File: config.mk
export PLATFORM = sky130hd
export DESIGN_NAME = tff_down_counter
export DESIGN_NICKNAME = d
export VERILOG_FILES = /design/src/rtl/tff_counter_pkg.sv /design/src/rtl/tff_n.sv /design/src/rtl/tff_down_counter.sv
export SDC_FILE = /design/constraint.sdc
export NUM_CORES = 1
export LEC_CHECK = 0
export CAP_MARGIN = 25
export CORE_UTILIZATION = 39
export CTS_BUF_LIST = sky130_fd_sc_hd__clkbuf_8 sky130_fd_sc_hd__clkbuf_16
export DETAILED_ROUTE_END_ITERATION = 7
export PLACE_DENSITY = 0.75
export SLEW_MARGIN = 30
export SYNTH_ARGS = -nofsm -noshare
export SYNTH_HDL_FRONTEND = slang
export SYNTH_SLANG_ARGS = --single-unit
export TNS_END_PERCENT = 5
File: constraint.sdc
create_clock -name clk -period 2.2 [get_ports clk]
set_input_delay 0.44 -clock clk [delete_from_list [all_inputs] [get_ports clk]]
set_output_delay 0.44 -clock clk [all_outputs]
set_load 0.1 [all_outputs]
File: src/rtl/tff_counter_pkg.sv
// Shared types and constants for the T-flip-flop counter family.
package tff_counter_pkg;

  // 2'b11 is never entered; the controller maps it back to IDLE.
  typedef enum logic [1:0] {
    IDLE = 2'b00,
    RUN  = 2'b01,
    DONE = 2'b10
  } state_e;

  localparam int DEFAULT_WIDTH = 3;

endpackage

File: src/rtl/tff_n.sv
// Single T flip-flop: holds on T=0, toggles on T=1, async active-low clear.
module tff_n (
  input  logic clk,
  input  logic reset,
  input  logic T,
  output logic Q
);

  always_ff @(posedge clk or negedge reset) begin
    if (!reset) begin
      Q <= 1'b0;
    end else if (T) begin
      Q <= ~Q;
    end
  end

endmodule

File: src/rtl/tff_down_counter.sv
// Loadable down counter built from T flip-flops, with one-shot / auto-reload
// terminal-count handling. Define TFF_DOWN_COUNTER_UPDN_EN to add a dir input.
module tff_down_counter
  import tff_counter_pkg::*;
#(
  parameter int WIDTH = DEFAULT_WIDTH
) (
  input  logic             clk,
  input  logic             reset,
  input  logic             load,
  input  logic [WIDTH-1:0] load_val,
  input  logic             en,
  input  logic             auto_reload,
`ifdef TFF_DOWN_COUNTER_UPDN_EN
  input  logic             dir,
`endif
  output logic [WIDTH-1:0] count,
  output logic             zero,
  output logic             running,
  output logic             tc_pulse
);

  localparam logic [WIDTH-1:0] ONE = {{(WIDTH-1){1'b0}}, 1'b1};

  state_e           state_q, state_d;
  logic [WIDTH-1:0] reload_q, reload_d;
  logic [WIDTH-1:0] next_count;
  logic [WIDTH-1:0] step_count;
  logic [WIDTH-1:0] toggle;
  logic             terminal;
  logic             running_q;
  logic             tc_q, tc_d;

`ifdef TFF_DOWN_COUNTER_UPDN_EN
  assign terminal   = dir ? (count == {WIDTH{1'b1}}) : (count == '0);
  assign step_count = dir ? (count + ONE) : (count - ONE);
`else
  assign terminal   = (count == '0);
  assign step_count = count - ONE;
`endif

  always_comb begin
    next_count = count;
    reload_d   = reload_q;
    state_d    = state_q;
    tc_d       = 1'b0;
    if (load) begin
      next_count = load_val;
      reload_d   = load_val;
      state_d    = RUN;
    end else begin
      case (state_q)
        IDLE: state_d = IDLE;
        RUN: begin
          if (en) begin
            if (terminal) begin
              tc_d = 1'b1;
              if (auto_reload) begin
                next_count = reload_q;
              end else begin
                state_d = DONE;
              end
            end else begin
              next_count = step_count;
            end
          end
        end
        DONE: state_d = DONE;
        default: state_d = IDLE;
      endcase
    end
  end

  // Count bits only ever change through their toggle enables.
  assign toggle = count ^ next_count;

  for (genvar i = 0; i < WIDTH; i++) begin : g_bit
    tff_n u_tff (
      .clk   (clk),
      .reset (reset),
      .T     (toggle[i]),
      .Q     (count[i])
    );
  end

  always_ff @(posedge clk or negedge reset) begin
    if (!reset) begin
      state_q   <= IDLE;
      reload_q  <= '0;
      running_q <= 1'b0;
      tc_q      <= 1'b0;
    end else begin
      state_q   <= state_d;
      reload_q  <= reload_d;
      running_q <= (state_d == RUN);
      tc_q      <= tc_d;
    end
  end

  assign zero     = (count == '0);
  assign running  = running_q;
  assign tc_pulse = tc_q;

endmodule

# Word-level counts from Yosys, hierarchy flattened
# Index checks and enable logic that the tools add are counted.
# W data, S select, Z words.
# classes
bitwise,4
n_mux,14
eq_ne,3
add_sub_neg,1
reduce_logical,1
# ops
operator,count
$mux W3,5
$mux W2,4
$eq A2 B1 Y1 const B,2
$mux W1,4
$pmux W2 S2,1
$logic_not A3 Y1,1
$not A1 Y1,3
$sub A3 B1 Y3 const B,1
$xor A3 B3 Y3,1
$eq A2 B2 Y1 const B,1
# word_totals
out_inout_bits,6
word_cells,30
regBits,10

# Depth between registers and ports, before layout
# logic_depth
ltp_word,6
depth_mapped,5
ltp_nobuf,5

# Modules after synthesis
# A second synthesis with hierarchy kept.
# unflattened
hier_cells,58
hier_area_um2,615.6
# by_module_without_submodules
mod,cells_each,n_inst,area_each_um2
tff_down_counter,52,1,514.2
tff_n,2,3,33.8

# Least setup slack after synthesis
# No wires, ideal clock.
# synth_timing
path_kind,reg2reg
start,register g_bit[0].u_tff.Q
end,register g_bit[1].u_tff.Q
path_slack_ns,0.084
required_time_ns,2.120
setup_time_ns,0.080
period_less_slack_ns,2.116
arrival_time_ns,2.036
stages_incl_launch_ff,6
path_cell_list,dfrtp_1 > inv_1 > ha_1 > nor2b_2 > mux2_4 > o211ai_2
# synth_between
elab_chain_len,6
elab_cells_between_ends,7
cone_classes,1 x add/sub; 4 x mux; 1 x bitwise; 1 x reduce/logical
# synth_rtl
element,line,source
from (decl),tff_n.sv:6,output logic Q
from (signal assigned),tff_n.sv:13,Q <= ~Q;
$logic_not A3 Y1,n/a,
net zero,tff_down_counter.sv:18,"output logic zero,"
$mux W3,tff_down_counter.sv:56,if (terminal) begin
$mux W3,tff_down_counter.sv:55,if (en) begin
$mux W3,tff_down_counter.sv:52,case (state_q)
$mux W3,tff_down_counter.sv:47,if (load) begin
$xor A3 B3 Y3,tff_down_counter.sv:75,assign toggle = count ^ next_count;
to (signal assigned),tff_n.sv:13,
to (decl),tff_n.sv:6,
# The timed path passes the listed nets, and every way through them passes these cells.
# A chain may end at the register's enable or synchronous reset.

# Worst setup path in the final report
# layout_timing
start,register g_bit[0].u_tff.Q
end,output zero
# layout_between
elab_chain_len,1
# layout_rtl
element,line,source
$logic_not A3 Y1,tff_down_counter.sv:100,assign zero = (count == '0);
to (decl),tff_down_counter.sv:18,
# No other way between the ends.

==> key figures <==
Power and ir drop
  • NetSw: 0.250 mW
  • Net Sw Frac: 36.1%
  • PD cells: 885 nW/um^2
  • Leak pwr: 0.344 nW
  • Worst vdd ir: 620 uV
  • Sequential power share: 31.3%
  • Int Pwr: 0.442 mW
  • Clock power share: 33.6%
  • Comb power frac: 35.1%

Die
  • Initial Util: 44.4%
  • I/O pin total: 14
  • Row count: 13
  • Die area: 1740 um^2
  • DIE WIDTH: 41.7 um
  • Core area: 1380 um^2
  • Die H: 41.7 um

Clock network
  • Htree depth: 1
  • Clk root buf: clkbuf_8
  • CTS sink cnt: 10
  • Clk slew on worst S/H paths: 50 ps
  • Skew-Pair Late Insertion Delay: 240 ps
  • Longest Clk Path Bufs: 2
  • Total CTS buffers: 3
  • Hold buffers post-CTS: 0
  • Post-CTS Setup Bufs: 0
  • CTS tree: built
  • Cts repair resizes: 0

Placement
  • DPL Wire Length: 775 um
  • GP Congestion: 0.801
  • Port-buffer cells: 13
  • Worst Setup Slack post-DPL: 329 ps

Synthesis
  • Yosys cell types: 30
  • Cell count after synthesis: 57
  • Top FF cell, synth: dfrtp_1
  • Post-synth EDFFs: 0
  • Warnings, synthesis: 0
  • Seq/Total Area, Yosys: 40.7%
  • Synth async-reset ratio: 100%
  • Mean area per synthesized cell: 10.8 um^2
  • Syn Nets: 69
  • Yosys reg bits: 10
  • Syn Std Cell Area: 614 um^2

Outcome
  • Status: finished, final reports clean

Global route
  • First-pass GRT wire length: 1.90 mm
  • Antenna violations before repair: 0
  • Gr usage total: 14.8%
  • Total grt overflow: 0
  • Number of global-route vias before repair: 417
  • Maximum number of pins on one net before global-route repair: 17

Layout
  • Commonest non-fill, non-tap cell in the layout: dfrtp_1
  • Inserted Diodes: 0
  • FILL cells: 117
  • Most frequent cells in the layout: dfrtp_1, clkdlybuf4s50_1, nand2_1
  • Synth-to-layout area growth: 27.3%
  • Final nets: 83
  • Share of layout cells above drive strength 1: 24.3%

Timing
  • Clock skew: 4.35 ps
  • Tmin final: 1930 ps
  • Achievable frequency: 519 MHz
  • Final hold violation count: 0
  • Max_slew headroom: 61.7%
  • Final TNS setup: 0 ps
  • Slew @ Worst Pin: 572 ps
  • Unrepaired setup endpoints after global routing: no
  • Tcrit/Tclk final: 87.6%
  • Final worst setup slack: 273 ps
  • Pins over their slew limit: 0
  • Final setup viols: 0

Drt
  • Top routing layer in use: met4
  • Metal3 WL: 65 um
  • Wire per inst: 12.6 um
  • Post-route ant nets: 0
  • Via density: 5.33
  • Wire length on met1: 492 um
  • Post-route DRC violation count: 0
  • Met2 WL post-DR: 493 um
  • DRT iter0 DRCs: 0
  • Total Wirelength: 1.07 mm
  • Via Count: 453
  • First-pass DRT Iterations: 1

Worst setup path
  • Cell Chain, Critical Path: inv_1 > ha_1 > nor2b_2 > buf_12
  • Reg2reg path depth: 5
  • WP data arrival: 1490 ps
  • Reg2reg end: g_bit[1].u_tff.Q
  • CP peak stage delay: 400 ps
  • FF-to-FF Start: g_bit[0].u_tff.Q
  • Flop2flop setup slack: 640 ps
  • Largest fanout on the critical path: 5
  • Startpoint class of the critical path: flip-flop
  • Critical path data required time: 1760 ps
  • Crit end category: primary output
  • Worst setup startpoint: g_bit[0].u_tff.Q
  • Critical path class: flip-flop to primary output
  • CP max stage cell: dfrtp_1

Hold path
  • Hold Path Depth: 1
  • Hold WC Path Type: flip-flop to flip-flop
  • Hold EP: reload_q[1]
  • Min-delay src: reload_q[1]

Job
  • Max-Cap Viols: 0
==> synthesized netlist by cell type, types with 2 or more instances <==
cell type,n,area [um^2]
or2_1,2,12.5
inv_1,5,18.8
nor2b_1,2,12.5
nor2_1,2,7.51
a22oi_1,2,15.0
ha_1,4,50.1
buf_4,3,22.5
dfrtp_1,10,250
nand2_1,6,22.5
==> layout make-up <==
class | count | area [um^2] | area share, %
Tap cell | 15 | 18.8 | 2.40
Sequential cell | 10 | 250 | 32.0
Multi-Input combinational cell | 38 | 312 | 39.8
Clock buffer | 4 | 55.1 | 7.04
Inverter | 5 | 18.8 | 2.40
Timing Repair Buffer | 13 | 128 | 16.3
==> registers in the layout, summed over array words and instances (netlist names) <==
name           count
reload_q           3
g_bit.u_tff.Q      3
tc_pulse           1
state_q            2
running            1
==> power groups by stage <==
stage                     clock network, mW  logic, mW  registers (mW)
after global placement                    0      0.241           0.219
after detailed placement                  0      0.244           0.219
after floorplan                           0      0.177           0.234
final                                 0.233      0.243           0.216
after CTS                             0.238      0.245           0.216
after global routing                  0.251      0.258           0.219
==> how the worst max path moves through the flow <==
stage | endpoint | cells after the start | slack, ps
3_3_place_gp | g_bit[1].u_tff.Q | 4 | 390
2_1_floorplan | g_bit[1].u_tff.Q | 5 | 80
3_5_place_dp | g_bit[1].u_tff.Q | 4 | 330
5_1_grt | zero | 4 | 190
6_report | zero | 4 | 270
4_1_cts | zero | 4 | 260
==> per-layer routing <==
layer	vias up	track usage, %
li1	225	-
met1	213	17.8
met2	13	22.5
met3	2	7.39
met4	0	5.81
met5	-	0
==> worst max-delay path, delay by kind of cell (launching register included) <==
kind	cells	cell delay [ps]
adder cells (fa/ha/maj)	1	200
buffers and inverters	2	340
flip-flops	1	400
AND/OR/NAND/NOR	1	320
==> stage by stage <==
stage	area, um^2	instances	total power, mW	hold WS (ps)	util (%)
finish	782	85	0.692	500	56.6
global route	782	85	0.727	517	56.6
CTS	782	85	0.700	500	56.6
detailed placement	727	81	0.463	489	52.6
global placement	727	81	0.460	480	52.6
floorplan	614	57	0.411	144	-
==> cell families after synthesis <==
family,share of synthesized area (%)
buffers and inverters,8.55
flip-flops,40.7
AO/OA/AOI/OAI,18.7
multiplexers,6.11
adder cells (fa/ha/maj),8.15
AND/OR/NAND/NOR,17.7
No activity file was read; power rests on OpenSTA's default activity.
